File: config.mk
export PLATFORM = sky130hd
export DESIGN_NAME = adder_arbiter
export DESIGN_NICKNAME = d
export VERILOG_FILES = /design/src/rtl/adder_arbiter.sv
export SDC_FILE = /design/constraint.sdc
export NUM_CORES = 1
export LEC_CHECK = 0
export CAP_MARGIN = 20
export CORE_ASPECT_RATIO = 0.5
export CORE_MARGIN = 2
export CORE_UTILIZATION = 32
export DETAILED_ROUTE_END_ITERATION = 8
export GPL_TIMING_DRIVEN = 0
export PLACE_DENSITY = 0.87
export SLEW_MARGIN = 20
export SYNTH_ARGS = -nofsm -noshare
export SYNTH_HDL_FRONTEND = slang
export SYNTH_HIERARCHICAL = 1
export SYNTH_SLANG_ARGS = --single-unit
File: constraint.sdc
create_clock -name clk -period 10.9 [get_ports clk]
set_input_delay 2.725 -clock clk [delete_from_list [all_inputs] [get_ports clk]]
set_output_delay 2.725 -clock clk [all_outputs]
set_load 0.02 [all_outputs]
File: src/rtl/adder_arbiter.sv
// adder_arbiter: round-robin sharing of one 16-bit adder among
// N_REQ valid/ready requesters, with a registered tagged response.

module sixteen_adder (
  input  logic [15:0] a,
  input  logic [15:0] b,
  input  logic        cin,
  output logic [15:0] sum,
  output logic        cout
);

  logic [15:0] gen;
  logic [15:0] prop;
  logic [16:0] c;

  always_comb begin
    gen  = a & b;
    prop = a ^ b;
    c    = '0;
    c[0] = cin;
    for (int i = 0; i < 16; i++) begin
      c[i+1] = gen[i] | (prop[i] & c[i]);
    end
    sum  = prop ^ c[15:0];
    cout = c[16];
  end

endmodule

module adder_arbiter #(
  parameter  int N_REQ = 4,
  localparam int IDW   = (N_REQ > 1) ? $clog2(N_REQ) : 1
) (
  input  logic                  clk,
  input  logic                  rst,
  input  logic [N_REQ-1:0]      req_valid,
  output logic [N_REQ-1:0]      req_ready,
  input  logic [16*N_REQ-1:0]   req_a,
  input  logic [16*N_REQ-1:0]   req_b,
  input  logic [N_REQ-1:0]      req_cin,
  output logic                  rsp_valid,
  input  logic                  rsp_ready,
  output logic [15:0]           rsp_sum,
  output logic                  rsp_cout,
  output logic [IDW-1:0]        rsp_id
);

  typedef enum logic {
    EMPTY = 1'b0,
    FULL  = 1'b1
  } state_t;

  state_t         st_q, st_d;
  logic [IDW-1:0] ptr_q, ptr_d;
  logic [15:0]    sum_q, sum_d;
  logic           cout_q, cout_d;
  logic [IDW-1:0] id_q, id_d;

  logic [IDW-1:0] gnt;
  logic [IDW-1:0] lo_gnt;
  logic [IDW-1:0] hi_gnt;
  logic           hi_found;
  logic           any_vld;
  logic           can_accept;
  logic           grant_ok;
  logic           accept;

  logic [15:0]    op_a;
  logic [15:0]    op_b;
  logic           op_cin;
  logic [15:0]    add_sum;
  logic           add_cout;

  // Prefer the lowest valid index at or above ptr, else wrap to the lowest.
  always_comb begin
    lo_gnt   = '0;
    hi_gnt   = '0;
    hi_found = 1'b0;
    for (int i = N_REQ - 1; i >= 0; i--) begin
      if (req_valid[i]) begin
        lo_gnt = IDW'(i);
      end
      if (req_valid[i] && (IDW'(i) >= ptr_q)) begin
        hi_gnt   = IDW'(i);
        hi_found = 1'b1;
      end
    end
    gnt = hi_found ? hi_gnt : lo_gnt;
  end

  assign any_vld    = |req_valid;
  assign can_accept = (st_q == EMPTY) || rsp_ready;
  assign grant_ok   = !rst && can_accept && any_vld;

  always_comb begin
    req_ready = '0;
    for (int i = 0; i < N_REQ; i++) begin
      req_ready[i] = grant_ok && (gnt == IDW'(i));
    end
  end

  assign accept = |(req_valid & req_ready);

  always_comb begin
    op_a   = '0;
    op_b   = '0;
    op_cin = 1'b0;
    for (int i = 0; i < N_REQ; i++) begin
      if (gnt == IDW'(i)) begin
        op_a   = req_a[16*i +: 16];
        op_b   = req_b[16*i +: 16];
        op_cin = req_cin[i];
      end
    end
  end

  sixteen_adder u_add (
    .a    (op_a),
    .b    (op_b),
    .cin  (op_cin),
    .sum  (add_sum),
    .cout (add_cout)
  );

  always_comb begin
    st_d   = st_q;
    ptr_d  = ptr_q;
    sum_d  = sum_q;
    cout_d = cout_q;
    id_d   = id_q;
    unique case (st_q)
      EMPTY: begin
        if (accept) begin
          st_d = FULL;
        end
      end
      FULL: begin
        if (rsp_ready && !accept) begin
          st_d = EMPTY;
        end
      end
      default: st_d = EMPTY;
    endcase
    if (accept) begin
      sum_d  = add_sum;
      cout_d = add_cout;
      id_d   = gnt;
      ptr_d  = (gnt == IDW'(N_REQ - 1)) ? '0 : gnt + IDW'(1);
    end
  end

  always_ff @(posedge clk) begin
    if (rst) begin
      st_q   <= EMPTY;
      ptr_q  <= '0;
      sum_q  <= '0;
      cout_q <= 1'b0;
      id_q   <= '0;
    end else begin
      st_q   <= st_d;
      ptr_q  <= ptr_d;
      sum_q  <= sum_d;
      cout_q <= cout_d;
      id_q   <= id_d;
    end
  end

  assign rsp_valid = (st_q == FULL);
  assign rsp_sum   = sum_q;
  assign rsp_cout  = cout_q;
  assign rsp_id    = id_q;

endmodule

# --- Yosys cells after proc, flatten, opt, wreduce, memory -nomap -nowiden ---
# Cells that the tools add are included.
op_classes:
  n_eq_ne: 3
  reduce_logical: 17
  n_mux: 29
  order_cmp: 4
  add_sub_neg: 1
  bitwise_logic: 37
ops:
  columns: ["cell", "count"]
  rows:
  - ["two-way mux 16 bit", 8]
  - ["bitwise XOR 16 bit", 2]
  - ["two-way mux 2 bit", 10]
  - ["AND 1 bit", 16]
  - ["AND 16 bit", 1]
  - ["bitwise OR 1 bit", 16]
  - ["logical AND 1 bit", 11]
  - ["two-way mux 1 bit", 10]
  - ["OR reduction 4 bit", 2]
  - ["AND 4 bit", 1]
  - ["equality test 2 bit, second input constant", 2]
  - [">= comparator 1 x 2 -> 1 bit, first input constant", 2]
  - [">= comparator 2 bit, first input constant", 2]
  - ["adder 2 x 1 -> 2 bit, second input constant", 1]
  - ["equality test 2 x 1 -> 1 bit, second input constant", 1]
  - ["zero test 1 bit", 2]
  - ["zero test 2 bit", 1]
  - ["case mux 1 bit (2 select lines)", 1]
  - ["logical OR 1 bit", 1]
  - ["inverter 1 bit", 1]
word_totals:
  out_inout_bits: 24
  inputBits: 139
  reg_bits: 22
  word_cells: 96

# --- Depth between registers and ports, before layout ---
depth:
  ltp_word: 45
  mapped_depth: 32
  mapped_depth_nobuf: 30

# --- Cells and area by module ---
# The synthesis kept the hierarchy.
modules_own_cells:
  columns: ["module", "area_each_um2", "instances", "cells_each", "seq_area_each_um2"]
  rows:
  - ["adder_arbiter", 1973.1, 1, 258, 440.4]
  - ["sixteen_adder", 357.8, 1, 26, 0.0]

# --- Worst setup path before layout ---
# Ideal clock, no wire load.
synth_timing:
  path_type: "input to register"
  startpoint: "input port req_valid[2]"
  endpoint: "register sum_q[15], in the netlist rsp_sum[15]"
  path_slack_ns: 0.412
  arrival_ns: 10.423
  cell_stages: 31
  setup_time_ns: 0.065
  cell_sequence: "nor2b_1 or2_1 o22ai_1 inv_1 ha_1 clkbuf_1 clkbuf_1 a221oi_1 o31ai_1 inv_1 fa_1 inv_1 fa_1 fa_1 fa_1 fa_1 fa_1 fa_1 fa_1 fa_1 fa_1 fa_1 fa_1 fa_1 fa_1 fa_1 inv_1 fa_1 inv_1 mux2i_1 nor2_1"
synth_between:
  elab_chain_cells: 42
synth_rtl:
  columns: ["item", "line", "text"]
  rows:
  - ["start: declaration", "36", "input logic [N_REQ-1:0] req_valid,"]
  - ["logical AND 1 bit", "83", "if (req_valid[i] && (IDW'(i) >= ptr_q)) begin"]
  - ["two-way mux 2 bit / two-way mux 1 bit (equally long branches) (3 in a row)", "83", null]
  - ["two-way mux 2 bit *", "88", "gnt = hi_found ? hi_gnt : lo_gnt;"]
  - ["named net gnt[1]", "59", "logic [IDW-1:0] gnt;"]
  - ["zero test 2 bit", "109", "if (gnt == IDW'(i)) begin"]
  - ["two-way mux 16 bit (3 in a row)", "109", null]
  - ["two-way mux 16 bit *", "109", null]
  - ["named net op_a[0]", "68", "logic [15:0] op_a;"]
  - ["[... 25 more ...]", null, null]
  - ["AND 1 bit *", "22", "c[i+1] = gen[i] | (prop[i] & c[i]);"]
  - ["bitwise OR 1 bit *", "22", null]
  - ["AND 1 bit *", "22", null]
  - ["bitwise OR 1 bit *", "22", null]
  - ["AND 1 bit *", "22", null]
  - ["bitwise OR 1 bit *", "22", null]
  - ["bitwise XOR 16 bit *", "24", "sum = prop ^ c[15:0];"]
  - ["named net add_sum[15]", "71", "logic [15:0] add_sum;"]
  - ["end signal: assignment", "162", "sum_q <= sum_d;"]
  - ["end: declaration", "55", "logic [15:0] sum_q, sum_d;"]
# The timed path passes the listed nets; every way through them passes the cells marked *.
# A chain may end at the register's enable or synchronous reset.

# --- Worst setup path in the final report ---
layout_timing:
  startpoint: "input port req_valid[2]"
  endpoint: "register sum_q[15], in the netlist rsp_sum[15]"
layout_between:
  elab_chain_cells: 42
layout_rtl:
  columns: ["item", "line", "text"]
  rows:
  - ["logical AND 1 bit", "83", null]
  - ["two-way mux 2 bit / two-way mux 1 bit (equally long branches) (3 in a row)", "83", null]
  - ["two-way mux 2 bit *", "88", null]
  - ["zero test 2 bit", "109", null]
  - ["two-way mux 16 bit (3 in a row)", "109", null]
  - ["two-way mux 16 bit *", "109", null]
  - ["named net op_a[0]", "68", null]
  - ["bitwise XOR 16 bit", "18", "prop = a ^ b;"]
  - ["[... 24 more ...]", null, null]
  - ["AND 1 bit *", "22", null]
  - ["bitwise OR 1 bit *", "22", null]
  - ["AND 1 bit *", "22", null]
  - ["bitwise OR 1 bit *", "22", null]
  - ["AND 1 bit *", "22", null]
  - ["bitwise OR 1 bit *", "22", null]
  - ["bitwise XOR 16 bit *", "24", null]
  - ["named net add_sum[15]", "71", null]
# Marked as above.

==> results.md <==
- The data arrival time of the worst path is 10,850 ps.
- The most common cell type on the critical path is sky130_fd_sc_hd__fa_1.
- STA puts the critical path data required time at 11,100 ps.
- The share of the clock period used by the worst path after layout is 0.977.
- The cell type with the largest total area after synthesis is sky130_fd_sc_hd__dfxtp_1.
- The number of cells in the finished layout apart from fillers is 541.
- The maximum frequency from static timing analysis is 0.0940 GHz.
- The initial standard-cell utilization of the core is 0.340.
- The horizontal die dimension is 125 um.
- The routability congestion estimate is 0.916.
- The insertion delay to the later sink of the worst-skew pair is 260 ps.
- In the synthesized netlist the dominant register cell turns out to be sky130_fd_sc_hd__dfxtp_1.
- The clock-pin slew of the registers on the worst-case setup and hold paths is 70 ps.
- In this run, the number of DRC markers left after iteration 0 of detailed routing was 237.
- For this run, the register share of the synthesized area comes to 0.189.
- The number of clock sinks seen by CTS is 22.
- In this run the number of H-tree levels came out at 1.
- The number of pins with negative max-slew slack in the final report is 0.
- The area growth from synthesis to layout is 84.5%.
- The final hold violation count came to 0.
- In this run the cell area of the synthesized design comes to 2330 um^2.
- The count of flip-flops with a built-in enable after synthesis is 0.
- In the post-synthesis netlist, the biggest area contributors are sky130_fd_sc_hd__dfxtp_1 (19%), sky130_fd_sc_hd__fa_1 (14%), sky130_fd_sc_hd__a221oi_1 (12%).
- The critical path in this run is classified as in2reg.
- After technology mapping, the gate count stands at 284.
- The die height is 64.4 um.
- The proportion of layout cells with a drive suffix above 1 is 0.0958.
- The CTS tree is built.
- The global-route usage over all layers is 0.235.
- Subtracting the final worst setup slack from the clock period gives 10,640 ps.
- The share of synthesized area in the top cell type comes to 0.189.
- The finished cells cover 4300 um^2.
- The routed layout has 2,904 vias.
- The highest ir drop seen on vdd is 0.0000813 V.
- Power comes to 0.648 mW.
- The number of global-route vias before repair is 2,901.
- The largest buffer count on any clock path is 2.
- The repair_antennas step left the layout with diodes totalling 0.
- In the synthesized netlist the async set-or-reset flop fraction comes to 0.
- The flow ran to the end, and the final reports show no timing, DRC or antenna violations.
- The clock root buffer master is sky130_fd_sc_hd__clkbuf_16.
- For this run, the slowest stage of the critical path takes 430 ps.
- The number of clock buffers added by TritonCTS is 3.
- The number of hold buffers added after CTS is 0.
- The power density over the cells is 151 nW/um^2.
- The total overflow left after global routing is 0.
- Synthesis produced a netlist with a net count of 443.
- In the routed layout, each cell is associated on average with a via count of 5.37.
- The slowest stage cell on the critical path is sky130_fd_sc_hd__fa_2.
- The type of element capturing the critical path is a register.
- On the final layout, the worst clock skew is 6.97 ps.
- For this design the top-level I/O count stands at 163.
- The post-synthesis average cell area is 8.21 um^2.
- The initialized floorplan defines 21 standard-cell rows.
- The first detailed-routing pass ran for 4 iterations.
- The core outline area is 6860 um^2.
- Counting instances in the post-synthesis netlist gives the leading cell types as sky130_fd_sc_hd__nor2b_1 (38), sky130_fd_sc_hd__nand2_1 (34), sky130_fd_sc_hd__a221oi_1 (32), sky130_fd_sc_hd__o31ai_1 (32), sky130_fd_sc_hd__nor2_1 (23).
- By instance count, the leading cell after synthesis is sky130_fd_sc_hd__nor2b_1.
- The count of input and output buffers is 161.
- The post-detailed-placement half-perimeter wirelength is 7840 um.
- The final antenna-violating net count is 0.
- The number of synthesis warnings is 6.
- The final layout contains 609 nets.
- The reported max-cap violation count is 0.
- The number of antenna violations at the first check in global routing is 0.
- Of all nets on the critical path, the largest fanout is 10.
- The detailed-route DRC error count is 0.
- In this run the tightest slew margin relative to its limit is 0.594.
- The placed standard-cell area is 4060 um^2.
- STA classifies the critical path startpoint as a primary input.
- The leakage power of the design is 1.58 nW.
- Setup violations remaining at the end of the flow were counted as 0.
- The count of cell types in the netlist is 32.
- After synthesis the netlist holds a flip-flop and latch count of 22.
- The detailed-route wire length is 10,200 um.
- In this run the worst hold path is classified as reg2reg.
- The die footprint is 8020 um^2.
- The routed length per placed instance is 18.8 um.
- The first global-routing pass estimated 14,900 um of wire.
- For the pin with the worst max-slew slack, the measured transition is 604 ps.
- The maximum number of pins on one net before global-route repair is 14.
- In this run, placement finished with an instance count of 537.
==> cell families after synthesis <==
logic type	share of synthesized area
compound gates	0.279
mux	0.0773
flops	0.189
fa+ha+maj	0.159
simple gates	0.221
buf+inv	0.0746
==> layer usage <==
metal	vias up	track usage	wire length (um)
met2	110	0.409	5080
li1	1352	-	-
met4	0	0.0744	244
met3	24	0.0419	475
met1	1418	0.299	4360
met5	-	0	0
==> metrics by stage <==
stage / hold WS, ps / util / setup slack [ps] / setup TNS [ps]
2_1_floorplan: 522 / - / 412 / 0
3_3_place_gp: 467 / 0.592 / -843 / -1940
3_5_place_dp: 480 / 0.592 / -905 / -2220
4_1_cts: 494 / 0.622 / 16.2 / 0
5_1_grt: 520 / 0.627 / -29.3 / -29.3
6_report: 491 / 0.627 / 256 / 0
==> power by group <==
group | total [mW] | leakage, nW | internal, mW | switching, mW
combinational | 0.431 | 1.35 | 0.210 | 0.221
sequential | 0.111 | 0.180 | 0.100 | 0.0110
clock | 0.105 | 0.0511 | 0.0730 | 0.0321
==> area by class of cell <==
cell class	instances	area, um^2
clock inverters	1	30.0
flip-flops and latches	22	440
repair buffers	162	1620
plain buffers	27	184
well taps	92	115
clock buffers	3	75.1
multi-input cells	222	1790
inverters	12	45.0
fillers	520	2560
==> layout by cell type, fill, tap and decap left out, drive strengths merged, types with 3 or more instances in the layout <==
| cell | Yosys | routed |
|---|---|---|
| ha | 4 | 4 |
| a21oi | 4 | 4 |
| dfxtp | 22 | 22 |
| inv | 12 | 12 |
| a221oi | 32 | 32 |
| dlymetal6s2s | 0 | 3 |
| clkdlybuf4s50 | 0 | 157 |
| o31ai | 32 | 32 |
| nand2 | 34 | 34 |
| nor2 | 23 | 23 |
| mux2i | 18 | 18 |
| clkbuf | 21 | 24 |
| fa | 16 | 16 |
| nor2b | 38 | 38 |
| buf | 7 | 8 |
| and2 | 4 | 4 |
==> timing repair <==
| item | in CTS | in global routing |
|---|---|---|
| cloned | 0 | 0 |
| pin swaps | 1 | 4 |
| resized for setup | 31 | 17 |
| endpoints found under the setup margin | 3 | 2 |
| buffers inserted | 1 | 0 |
==> critical path: cells and delay by family <==
kind / cells / cell delay (ps)
simple gates: 4 / 550
fa+ha+maj: 17 / 6160
mux: 1 / 60
compound gates: 3 / 470
buf+inv: 7 / 840
==> registers in the layout, indices dropped and copies added (netlist names) <==
signal,flops
ptr_q,2
rsp_cout,1
rsp_id,2
rsp_sum,16
rsp_valid,1
==> worst paths after layout <==
path	from	end	slack, ps	depth (start not counted)
worst max register to register	ptr_q[1]	rsp_sum[15]	2600	29
worst max-delay path	req_valid[2]	rsp_sum[15]	260	32
worst min register to register	rsp_sum[14]	rsp_sum[14]	490	2
worst min-delay path	rsp_sum[14]	rsp_sum[14]	490	2
Note: power is estimated with default switching activity, not from simulation.
